**config.mk**
```make
export PLATFORM = sky130hd
export DESIGN_NAME = sensor_delta_monitor_flat
export DESIGN_NICKNAME = d
export VERILOG_FILES = /design/src/rtl/sdm_pkg.sv /design/src/rtl/sensor_delta_monitor_if.sv /design/src/rtl/sdm_event_fifo.sv /design/src/rtl/sensor_delta_monitor.sv /design/src/flat_wrapper.sv
export SDC_FILE = /design/constraint.sdc
export NUM_CORES = 1
export LEC_CHECK = 0
export ABC_AREA = 1
export BUFFER_PORTS_ARGS = -buffer_cell sky130_fd_sc_hd__buf_2
export CORE_MARGIN = 2
export CORE_UTILIZATION = 31
export DETAILED_ROUTE_END_ITERATION = 8
export PLACE_DENSITY = 0.45
export SLEW_MARGIN = 20
export SYNTH_ARGS = -nofsm -noshare
export SYNTH_HDL_FRONTEND = slang
export SYNTH_SLANG_ARGS = --single-unit
export TNS_END_PERCENT = 100
```
**constraint.sdc**
```tcl
create_clock -name clk -period 4.9 [get_ports clk]
set_clock_uncertainty 0.1 [all_clocks]
set_input_delay 0.735 -clock clk [delete_from_list [all_inputs] [get_ports clk]]
set_output_delay 0.735 -clock clk [all_outputs]
set_load 0.05 [all_outputs]
```
**src/rtl/sdm_pkg.sv**
```systemverilog
// Shared definitions for the sensor delta monitor: event field widths and
// the channel-index width derivation used by the top, FIFO and interface.
package sdm_pkg;

  localparam int UP_W = 1;

  function automatic int ch_w(input int num_ch);
    return (num_ch > 1) ? $clog2(num_ch) : 1;
  endfunction

  function automatic int ev_w(input int data_w, input int chw);
    return chw + data_w + UP_W;
  endfunction

endpackage

```
**src/rtl/sensor_delta_monitor_if.sv**
```systemverilog
// Sample input bus and event output handshake of the sensor delta monitor.
// The slave side is the monitor; the master side produces samples and consumes events.
interface sensor_delta_monitor_if #(
  parameter int DATA_W = 8,
  parameter int NUM_CH = 4
);
  import sdm_pkg::*;

  localparam int CH_W = ch_w(NUM_CH);

  logic              in_valid;
  logic [CH_W-1:0]   in_ch;
  logic [DATA_W-1:0] in_data;

  logic              ev_valid;
  logic              ev_ready;
  logic [CH_W-1:0]   ev_ch;
  logic [DATA_W-1:0] ev_data;
  logic              ev_up;

  modport master (
    output in_valid, in_ch, in_data, ev_ready,
    input  ev_valid, ev_ch, ev_data, ev_up
  );

  modport slave (
    input  in_valid, in_ch, in_data, ev_ready,
    output ev_valid, ev_ch, ev_data, ev_up
  );

endinterface

```
**src/rtl/sdm_event_fifo.sv**
```systemverilog
// Event FIFO: power-of-two depth, registered pointers and occupancy count.
// A push while full succeeds only when a pop happens in the same cycle.
module sdm_event_fifo #(
  parameter int WIDTH = 8,
  parameter int DEPTH = 4
) (
  input  logic             clk,
  input  logic             reset,
  input  logic             push,
  input  logic [WIDTH-1:0] push_data,
  input  logic             pop,
  output logic [WIDTH-1:0] head_data,
  output logic             not_empty,
  output logic             full
);

  localparam int PTR_W = $clog2(DEPTH);
  localparam int CNT_W = PTR_W + 1;
  localparam logic [CNT_W-1:0] DEPTH_L = CNT_W'(DEPTH);

  logic [WIDTH-1:0] mem_q [DEPTH];
  logic [WIDTH-1:0] mem_d [DEPTH];
  logic [PTR_W-1:0] wr_ptr_q, wr_ptr_d;
  logic [PTR_W-1:0] rd_ptr_q, rd_ptr_d;
  logic [CNT_W-1:0] count_q, count_d;
  logic             wr_en;
  logic             rd_en;

  always_comb begin
    not_empty = (count_q != '0);
    full      = (count_q == DEPTH_L);
    rd_en     = pop & not_empty;
    wr_en     = push & (~full | rd_en);

    mem_d    = mem_q;
    wr_ptr_d = wr_ptr_q;
    rd_ptr_d = rd_ptr_q;
    count_d  = count_q;

    if (wr_en) begin
      mem_d[wr_ptr_q] = push_data;
      wr_ptr_d        = wr_ptr_q + 1'b1;
    end
    if (rd_en) begin
      rd_ptr_d = rd_ptr_q + 1'b1;
    end

    case ({wr_en, rd_en})
      2'b10:   count_d = count_q + 1'b1;
      2'b01:   count_d = count_q - 1'b1;
      default: count_d = count_q;
    endcase

    // Head reads zero while empty so stale storage never leaks to the consumer.
    head_data = not_empty ? mem_q[rd_ptr_q] : '0;
  end

  always_ff @(posedge clk or posedge reset) begin
    if (reset) begin
      wr_ptr_q <= '0;
      rd_ptr_q <= '0;
      count_q  <= '0;
    end else begin
      wr_ptr_q <= wr_ptr_d;
      rd_ptr_q <= rd_ptr_d;
      count_q  <= count_d;
    end
  end

  always_ff @(posedge clk) begin
    mem_q <= mem_d;
  end

endmodule

```
**src/rtl/sensor_delta_monitor.sv**
```systemverilog
// Per-channel change detector: compares each sample against the channel's last
// reported value and queues an event when the absolute change exceeds thresh.
module sensor_delta_monitor
  import sdm_pkg::*;
#(
  parameter int DATA_W     = 8,
  parameter int NUM_CH     = 4,
  parameter int FIFO_DEPTH = 4
) (
  input  logic                  clk,
  input  logic                  reset,
  sensor_delta_monitor_if.slave bus,
  input  logic [DATA_W-1:0]     thresh,
  input  logic [NUM_CH-1:0]     ch_en,
  input  logic                  clr,
  output logic [NUM_CH-1:0]     alarm,
  output logic                  ovf
);

  localparam int CH_W = ch_w(NUM_CH);
  localparam int EV_W = ev_w(DATA_W, CH_W);
  localparam logic [CH_W:0] NUM_CH_L = (CH_W + 1)'(NUM_CH);

  function automatic logic [DATA_W-1:0] abs_diff(input logic [DATA_W-1:0] a,
                                                 input logic [DATA_W-1:0] b);
    return (a >= b) ? (a - b) : (b - a);
  endfunction

  logic [DATA_W-1:0] chan_ref_q [NUM_CH];
  logic [DATA_W-1:0] chan_ref_d [NUM_CH];
  logic [NUM_CH-1:0] alarm_q, alarm_d;
  logic              ovf_q, ovf_d;

  logic              in_range;
  logic              ch_on;
  logic [DATA_W-1:0] sel_ref;
  logic [DATA_W-1:0] diff;
  logic              change;
  logic              rise;
  logic              pop;
  logic              drop;
  logic [EV_W-1:0]   push_data;
  logic [EV_W-1:0]   head_data;
  logic              fifo_valid;
  logic              fifo_full;

  always_comb begin
    in_range = ({1'b0, bus.in_ch} < NUM_CH_L);
    sel_ref  = '0;
    ch_on    = 1'b0;
    if (in_range) begin
      sel_ref = chan_ref_q[bus.in_ch];
      ch_on   = ch_en[bus.in_ch];
    end

    diff      = abs_diff(bus.in_data, sel_ref);
    change    = bus.in_valid & ch_on & (diff > thresh);
    rise      = (bus.in_data > sel_ref);
    push_data = {bus.in_ch, bus.in_data, rise};

    // A full FIFO still accepts the push when the head leaves the same cycle.
    pop  = fifo_valid & bus.ev_ready;
    drop = change & fifo_full & ~pop;

    chan_ref_d = chan_ref_q;
    alarm_d    = clr ? '0 : alarm_q;
    ovf_d      = (ovf_q & ~clr) | drop;
    if (change) begin
      chan_ref_d[bus.in_ch] = bus.in_data;
      alarm_d[bus.in_ch]    = 1'b1;
    end
  end

  always_ff @(posedge clk or posedge reset) begin
    if (reset) begin
      for (int c = 0; c < NUM_CH; c++) begin
        chan_ref_q[c] <= '0;
      end
      alarm_q <= '0;
      ovf_q   <= 1'b0;
    end else begin
      chan_ref_q <= chan_ref_d;
      alarm_q    <= alarm_d;
      ovf_q      <= ovf_d;
    end
  end

  sdm_event_fifo #(
    .WIDTH (EV_W),
    .DEPTH (FIFO_DEPTH)
  ) u_fifo (
    .clk       (clk),
    .reset     (reset),
    .push      (change),
    .push_data (push_data),
    .pop       (pop),
    .head_data (head_data),
    .not_empty (fifo_valid),
    .full      (fifo_full)
  );

  assign bus.ev_valid = fifo_valid;
  assign {bus.ev_ch, bus.ev_data, bus.ev_up} = head_data;
  assign alarm = alarm_q;
  assign ovf   = ovf_q;

endmodule

```
**src/flat_wrapper.sv**
```systemverilog
// flat-port wrapper written by rule: the top's interface ports become plain ports
module sensor_delta_monitor_flat import sdm_pkg::*;
#(
  parameter int DATA_W     = 8,
  parameter int NUM_CH     = 4,
  parameter int FIFO_DEPTH = 4
)
  (clk, reset, thresh, ch_en, clr, alarm, ovf, bus_in_valid, bus_in_ch, bus_in_data, bus_ev_ready, bus_ev_valid, bus_ev_ch, bus_ev_data, bus_ev_up);
  sensor_delta_monitor_if #(.DATA_W(DATA_W), .NUM_CH(NUM_CH)) bus_i ();
  input  logic clk;
  input  logic reset;
  input  logic [DATA_W-1:0] thresh;
  input  logic [NUM_CH-1:0] ch_en;
  input  logic clr;
  output logic [NUM_CH-1:0] alarm;
  output logic ovf;
  input wire logic [$bits(bus_i.in_valid)-1:0] bus_in_valid;
  input wire logic [$bits(bus_i.in_ch)-1:0] bus_in_ch;
  input wire logic [$bits(bus_i.in_data)-1:0] bus_in_data;
  input wire logic [$bits(bus_i.ev_ready)-1:0] bus_ev_ready;
  output wire logic [$bits(bus_i.ev_valid)-1:0] bus_ev_valid;
  output wire logic [$bits(bus_i.ev_ch)-1:0] bus_ev_ch;
  output wire logic [$bits(bus_i.ev_data)-1:0] bus_ev_data;
  output wire logic [$bits(bus_i.ev_up)-1:0] bus_ev_up;
  assign bus_i.in_valid = bus_in_valid;
  assign bus_i.in_ch = bus_in_ch;
  assign bus_i.in_data = bus_in_data;
  assign bus_i.ev_ready = bus_ev_ready;
  assign bus_ev_valid = bus_i.ev_valid;
  assign bus_ev_ch = bus_i.ev_ch;
  assign bus_ev_data = bus_i.ev_data;
  assign bus_ev_up = bus_i.ev_up;
  sensor_delta_monitor #(.DATA_W(DATA_W), .NUM_CH(NUM_CH), .FIFO_DEPTH(FIFO_DEPTH)) u_core (.clk(clk), .reset(reset), .bus(bus_i), .thresh(thresh), .ch_en(ch_en), .clr(clr), .alarm(alarm), .ovf(ovf));
endmodule
```
==> results of run 1 <==
[layout make-up]
class                      instances  area [µm²]
clock buffer                       9         225
clock inverter                     7        61.3
fill                            1565        9380
inverter                          67         259
multi-input combinational        341        2000
sequential                        88        2420
tap                              188         235
timing repair buffer              79         510
[cell families after synthesis]
logic type	after synthesis	synth area share, %
simple gates	181	16.6
compound gates	118	14.2
flops	88	50.9
buf+inv	84	7.73
fa+ha+maj	30	8.36
xor+xnor	12	2.21
[placed cells by master, fill, tap and decap left out, types with 11 or more instances in the layout]
cell       n
a21oi_1   31
a22oi_1   12
buf_2     43
buf_4     34
dfrtp_1   44
edfxtp_1  44
ha_1      27
inv_1     63
nand2_1   88
nor2_1    64
o21ai_0   33
o21ai_1   25
xor2_1    11
[power by group]
group	switching, W	leakage, nW	internal, W
registers	0.000128	0.954	0.000990
clock network	0.000332	0.140	0.000355
logic	0.00121	1.63	0.000693
[worst reg2reg max path, delay by kind of cell (launching register included)]
kind	cells	cell delay, ns
adder cells (fa/ha/maj)	3	0.98
AND/OR/NAND/NOR	16	1.42
flip-flops	1	0.38
AO/OA/AOI/OAI	3	0.59
buffers and inverters	7	0.48
[state kept, by name (all words and copies together), names as in the netlist]
| signal | flops |
|---|---|
| u_core.u_fifo.count_q | 3 |
| u_core.alarm | 4 |
| u_core.u_fifo.wr_ptr_q | 2 |
| u_core.u_fifo.mem_q | 44 |
| u_core.u_fifo.rd_ptr_q | 2 |
| u_core.ovf | 1 |
| u_core.chan_ref_q | 32 |
[stage by stage]
stage	cell area [µm²]	total power, W	setup TNS [ns]
2_1_floorplan	4760	0.00247	0
5_1_grt	5710	0.00401	0
6_report	5710	0.00370	0
4_1_cts	5680	0.00373	0
3_5_place_dp	5400	0.00304	-2.35
3_3_place_gp	5400	0.00301	-0.138
[worst max-delay path by stage]
stage,end,slack [ns],cells after the start
2_1_floorplan,u_core.u_fifo.mem_q[0],0.09,25
3_3_place_gp,u_core.u_fifo.mem_q[41],-0.02,27
3_5_place_dp,u_core.u_fifo.count_q[2],-0.14,32
4_1_cts,u_core.u_fifo.count_q[2],0.23,32
5_1_grt,u_core.u_fifo.count_q[2],0.005,33
6_report,u_core.u_fifo.count_q[2],0.38,33
[metal layers]
layer / track usage [%] / up-vias
li1: - / 1831
met1: 19.6 / 1720
met2: 26.5 / 58
met3: 2.46 / 15
met4: 5.88 / 0
met5: 0 / -
==> results.json, run 1 <==
{
  "power_density_nw_per_um2": 648,
  "wl_per_cell_um": 15.4,
  "outcome": "finished, final reports clean",
  "fin_crit_ns": 4.52,
  "reg2regPathDepth": 29,
  "synth.most_common_cell": "nand2_1",
  "grt_first_pass_wirelength_um": 19200,
  "m1WireLength_um": 5450,
  "yosysUniqueCellTypes": 39,
  "ys_warn_count": 0,
  "clkTransAtPathRegs_ns": 0.07,
  "cpMaxStageDelayCell": "fa_1",
  "track_usage_pct": 15.5,
  "drcViolationCount": 0,
  "drtIter0Drc": 210,
  "path_max_fanout": 10,
  "postSynthCellCount": 513,
  "ys_seq_elements": 88,
  "min_to": "u_core.chan_ref_q[23]",
  "finalNonFillerCells": 779,
  "clock_path_buffers": 2,
  "drv_slew": 0,
  "grt_pass1_vias": 3612,
  "clk_latency_ns": 0.35,
  "drt-pass1-iter-count": 5,
  "p_leak_nw": 2.73,
  "cts_setup_buffers": 0,
  "dpl_worst_slack_ns": -0.137,
  "die_h_um": 128,
  "post_route_cells_drive_above_1_share_pct": 20.5,
  "slew_headroom_pct": 34.9,
  "worst_path_most_repeated_cell": "nand2_1",
  "synth_edf_count": 44,
  "wl_met3_um": 338,
  "dieArea_um2": 16400,
  "critical_path.reg2reg.startpoint": "u_core.chan_ref_q[29]",
  "maxCapViolCount": 0,
  "fin_hold_ws_ns": 0.387,
  "crit_buf_inv": 9,
  "cts-root-buf": "clkbuf_16",
  "die_x_um": 128,
  "place_congestion": 0.871,
  "crit_path_start_kind": "input pin",
  "clock_sinks": 88,
  "synth_area_leader_cell": "edfxtp_1",
  "htreeDepth": 3,
  "ios": 44,
  "antenna_cells": 0,
  "synth_area_leaders": "edfxtp_1, dfrtp_1, ha_1",
  "via_count": 3624,
  "cp_top_family": "simple AND/OR/NAND/NOR gates",
  "ir_drop_uv": 197,
  "cts_resized": 0,
  "fin_crit_sh_pct": 92.3,
  "crit_required_ns": 5.04,
  "max_freq_mhz": 221,
  "netlist_area_um2": 4760,
  "antenna_found_initial": 0,
  "crit_type": "in -> reg",
  "crit_start": "bus_in_ch[0]",
  "ctsHoldBuffers": 0,
  "rsz0062_at_grt": "no",
  "min_path_cells": 2,
  "seq_area_frac_synth_pct": 50.9,
  "drtAntennaViolNets": 0,
  "finalHoldViolCount": 0,
  "finalNetCount": 643,
  "async_reset_ff_share_pct": 50.0,
  "cts_tree": "done",
  "final_core_util_pct": 37.9,
  "max_stage_delay_ns": 0.42,
  "synth_commonest_cells": "nand2_1, inv_1, nor2_1, dfrtp_1, edfxtp_1",
  "ys.flop_type": "edfxtp_1",
  "synth.avg_cell_area_um2": 9.28,
  "synthesis.nets": 570,
  "fp-row-count": 45,
  "dp_hpwl_um": 8710,
  "dp.cells": 763,
  "grt_max_degree": 45,
  "crit_path_end_kind": "flip-flop",
  "finalSetupViolations": 0,
  "coreArea_um2": 15100,
  "overflow": 0,
  "port_buffers": 43,
  "setup_ws_ns": 0.377,
  "r2r_end": "u_core.u_fifo.count_q[2]",
  "cts_buffers": 9,
  "worstHoldPathType": "reg -> reg",
  "viasPerCell": 4.65,
  "tightest_slew_ns": 0.975,
  "r2r_slack_ns": 0.85,
  "synth_top_area_share_pct": 27.8,
  "initial_core_util_pct": 31.5,
  "top_layer_used": "met4",
  "wl_um": 12000,
  "arrival_ns": 4.67,
  "syn_to_final_growth_pct": 20.1,
  "min-delay-start": "u_core.chan_ref_q[23]",
  "met2WireLength_um": 5950
}
(Power assumes the default switching activity.)
==> run 2: changes to the inputs <==
--- a/config.mk
+++ b/config.mk
@@ -5,7 +5,6 @@
 export SDC_FILE = /design/constraint.sdc
 export NUM_CORES = 1
 export LEC_CHECK = 0
-export ABC_AREA = 1
 export BUFFER_PORTS_ARGS = -buffer_cell sky130_fd_sc_hd__buf_2
 export CORE_MARGIN = 2
 export CORE_UTILIZATION = 31
==> results.json, run 2 <==
{
  "dieArea_um2": 15600,
  "synth_edf_count": 44,
  "antenna_found_initial": 0,
  "crit_type": "in -> reg",
  "reg2regPathDepth": 20,
  "ys_seq_elements": 88,
  "ios": 44,
  "r2r_slack_ns": 0.41,
  "fin_crit_ns": 4.71,
  "regMostFlops": "u_core.u_fifo.mem_q",
  "outcome": "finished, final reports clean",
  "use_met2_pct": 22.1,
  "drt-pass1-iter-count": 4,
  "grt_pass1_vias": 3124,
  "p_leak_nw": 2.51,
  "final_core_util_pct": 40.3,
  "largest_register_ffs": 44,
  "synth_area_leaders": "edfxtp_1, dfrtp_1, mux4_2",
  "tightest_slew_ns": 0.956,
  "fp-row-count": 44,
  "maxCapViolCount": 0,
  "overflow": 0,
  "seq_area_frac_synth_pct": 53.3,
  "min_to": "u_core.chan_ref_q[3]",
  "dpl_worst_slack_ns": -0.373,
  "post_route_cells_drive_above_1_share_pct": 41.8,
  "finalNonFillerCells": 617,
  "via_count": 2881,
  "setup_ws_ns": 0.188,
  "critical_path.reg2reg.startpoint": "u_core.chan_ref_q[0]",
  "crit_path_start_kind": "input pin",
  "yosysUniqueCellTypes": 42,
  "async_reset_ff_share_pct": 50.0,
  "wl_per_cell_um": 16.3,
  "drtIter0Drc": 120,
  "path_max_fanout": 5,
  "power_density_nw_per_um2": 648,
  "fin_crit_sh_pct": 96.2,
  "r2r_end": "u_core.u_fifo.count_q[2]",
  "drcViolationCount": 0,
  "clock_path_buffers": 2,
  "clk_latency_ns": 0.34,
  "dp_hpwl_um": 7400,
  "drtAntennaViolNets": 0,
  "die_x_um": 125,
  "final_common_cell": "buf_4",
  "place_congestion": 0.780,
  "max_freq_mhz": 212,
  "finalSetupViolations": 0,
  "synth_commonest_cells": "dfrtp_1, edfxtp_1, inv_1, ha_1, mux2_2",
  "synth_area_leader_cell": "edfxtp_1",
  "clock_sinks": 88,
  "cts-root-buf": "clkbuf_16",
  "crit_required_ns": 5.06,
  "arrival_ns": 4.87,
  "netlist_area_um2": 4540,
  "antenna_cells": 0,
  "ys.flop_type": "edfxtp_1",
  "initial_core_util_pct": 31.5,
  "finalHoldViolCount": 0,
  "coreArea_um2": 14400,
  "track_usage_pct": 13.6,
  "viasPerCell": 4.67,
  "final_cell_mix": "buf_4, dfrtp_1, edfxtp_1, buf_2, inv_1",
  "syn_to_final_growth_pct": 27.9,
  "die_h_um": 125,
  "ir_drop_uv": 343,
  "htreeDepth": 3,
  "port_buffers": 43,
  "synth_top_area_share_pct": 29.1,
  "slew_headroom_pct": 36.2,
  "grt_use_met3_pct": 3.21,
  "synthesis.nets": 387,
  "crit_path_end_kind": "flip-flop",
  "clkTransAtPathRegs_ns": 0.06,
  "min_path_cells": 2,
  "min-delay-start": "u_core.chan_ref_q[3]",
  "totalPowerFinal_w": 0.00376,
  "cts_tree": "done",
  "synth.avg_cell_area_um2": 13.8,
  "wl_um": 10100,
  "finalNetCount": 485,
  "postSynthCellCount": 330,
  "grt_first_pass_wirelength_um": 16600,
  "grt.busiest_layer": "met2",
  "worstHoldPathType": "reg -> reg",
  "grt_max_degree": 45,
  "cts_buffers": 9,
  "dp.cells": 598,
  "drv_slew": 0,
  "ys_warn_count": 0,
  "met1_usage_pct": 18.5
}
==> run 2: critical path, stage by stage <==
cell and delay [ns]:
buf_4 0.15, mux4_2 0.57, ha_4 0.30, nand4_1 0.25, a31oi_4 0.26, nor2_4 0.08
a2111o_1 0.37, a31oi_2 0.18, xnor2_1 0.14, ha_1 0.28, nand4_1 0.16, o21ai_2 0.08
and2b_1 0.24, o21ai_4 0.09, nor2b_2 0.16, fa_1 0.38, and3_1 0.15, mux2i_1 0.16
xnor2_1 0.14
==> run 2: through the flow <==
step                TNS [ns]  hold WS, ns  instance area (µm²)
finish                     0        0.379                 5810
detailed placement    -21.43        0.366                 5400
floorplan                  0        0.345                 4570
CTS                        0        0.380                 5660
global route         -0.0731        0.412                 5810
global placement      -18.35        0.361                 5400
==> run 2: cell families after synthesis <==
| logic type | share of synthesized area [%] |
|---|---|
| AOI/OAI and AO/OA | 5.84 |
| xor gates and xnor gates | 2.12 |
| adders and majority gates | 8.76 |
| buffers and inverters | 3.91 |
| DFF | 53.3 |
| muxes | 19.0 |
| and+or+nand+nor | 7.05 |
==> run 2: repair_timing <==
action,in CTS,in global routing
pin swaps,0,7
buffers inserted,0,3
setup endpoints to repair,1,75
resized for setup,1,26
hold buffers,0,0
gates cloned,0,0
==> run 2: how the worst max path moves through the flow <==
| stage | start | endpoint | depth (start not counted) |
|---|---|---|---|
| floorplan | bus_in_ch[0] | u_core.u_fifo.count_q[1] | 18 |
| global placement | bus_in_ch[0] | u_core.u_fifo.count_q[1] | 19 |
| detailed placement | bus_in_ch[0] | u_core.u_fifo.count_q[1] | 20 |
| CTS | bus_in_ch[0] | u_core.u_fifo.count_q[1] | 20 |
| global route | bus_in_ch[1] | u_core.u_fifo.count_q[1] | 18 |
| finish | bus_in_ch[1] | u_core.u_fifo.count_q[2] | 19 |
==> run 2: layer usage <==
metal,vias up,wire length [µm],share of wire [%]
met5,-,0,0
met4,0,77,0.77
met3,8,297,3.0
met2,33,4860,48
met1,1440,4820,48
li1,1400,-,-
==> run 2: report_power, final <==
part / internal, W / switching (W)
combinational: 0.000959 / 0.00103
sequential: 0.00100 / 0.000155
clock: 0.000340 / 0.000273
total: 0.00230 / 0.00146
==> run 2: area by class of cell <==
cell class / count / area (µm²)
fillers: 1412 / 8620
flip-flops and latches: 88 / 2420
multi-input cells: 197 / 2060
repair buffers: 99 / 702
well taps: 184 / 230
clock buffers: 10 / 229
inverters: 33 / 124
clock inverters: 6 / 36.3
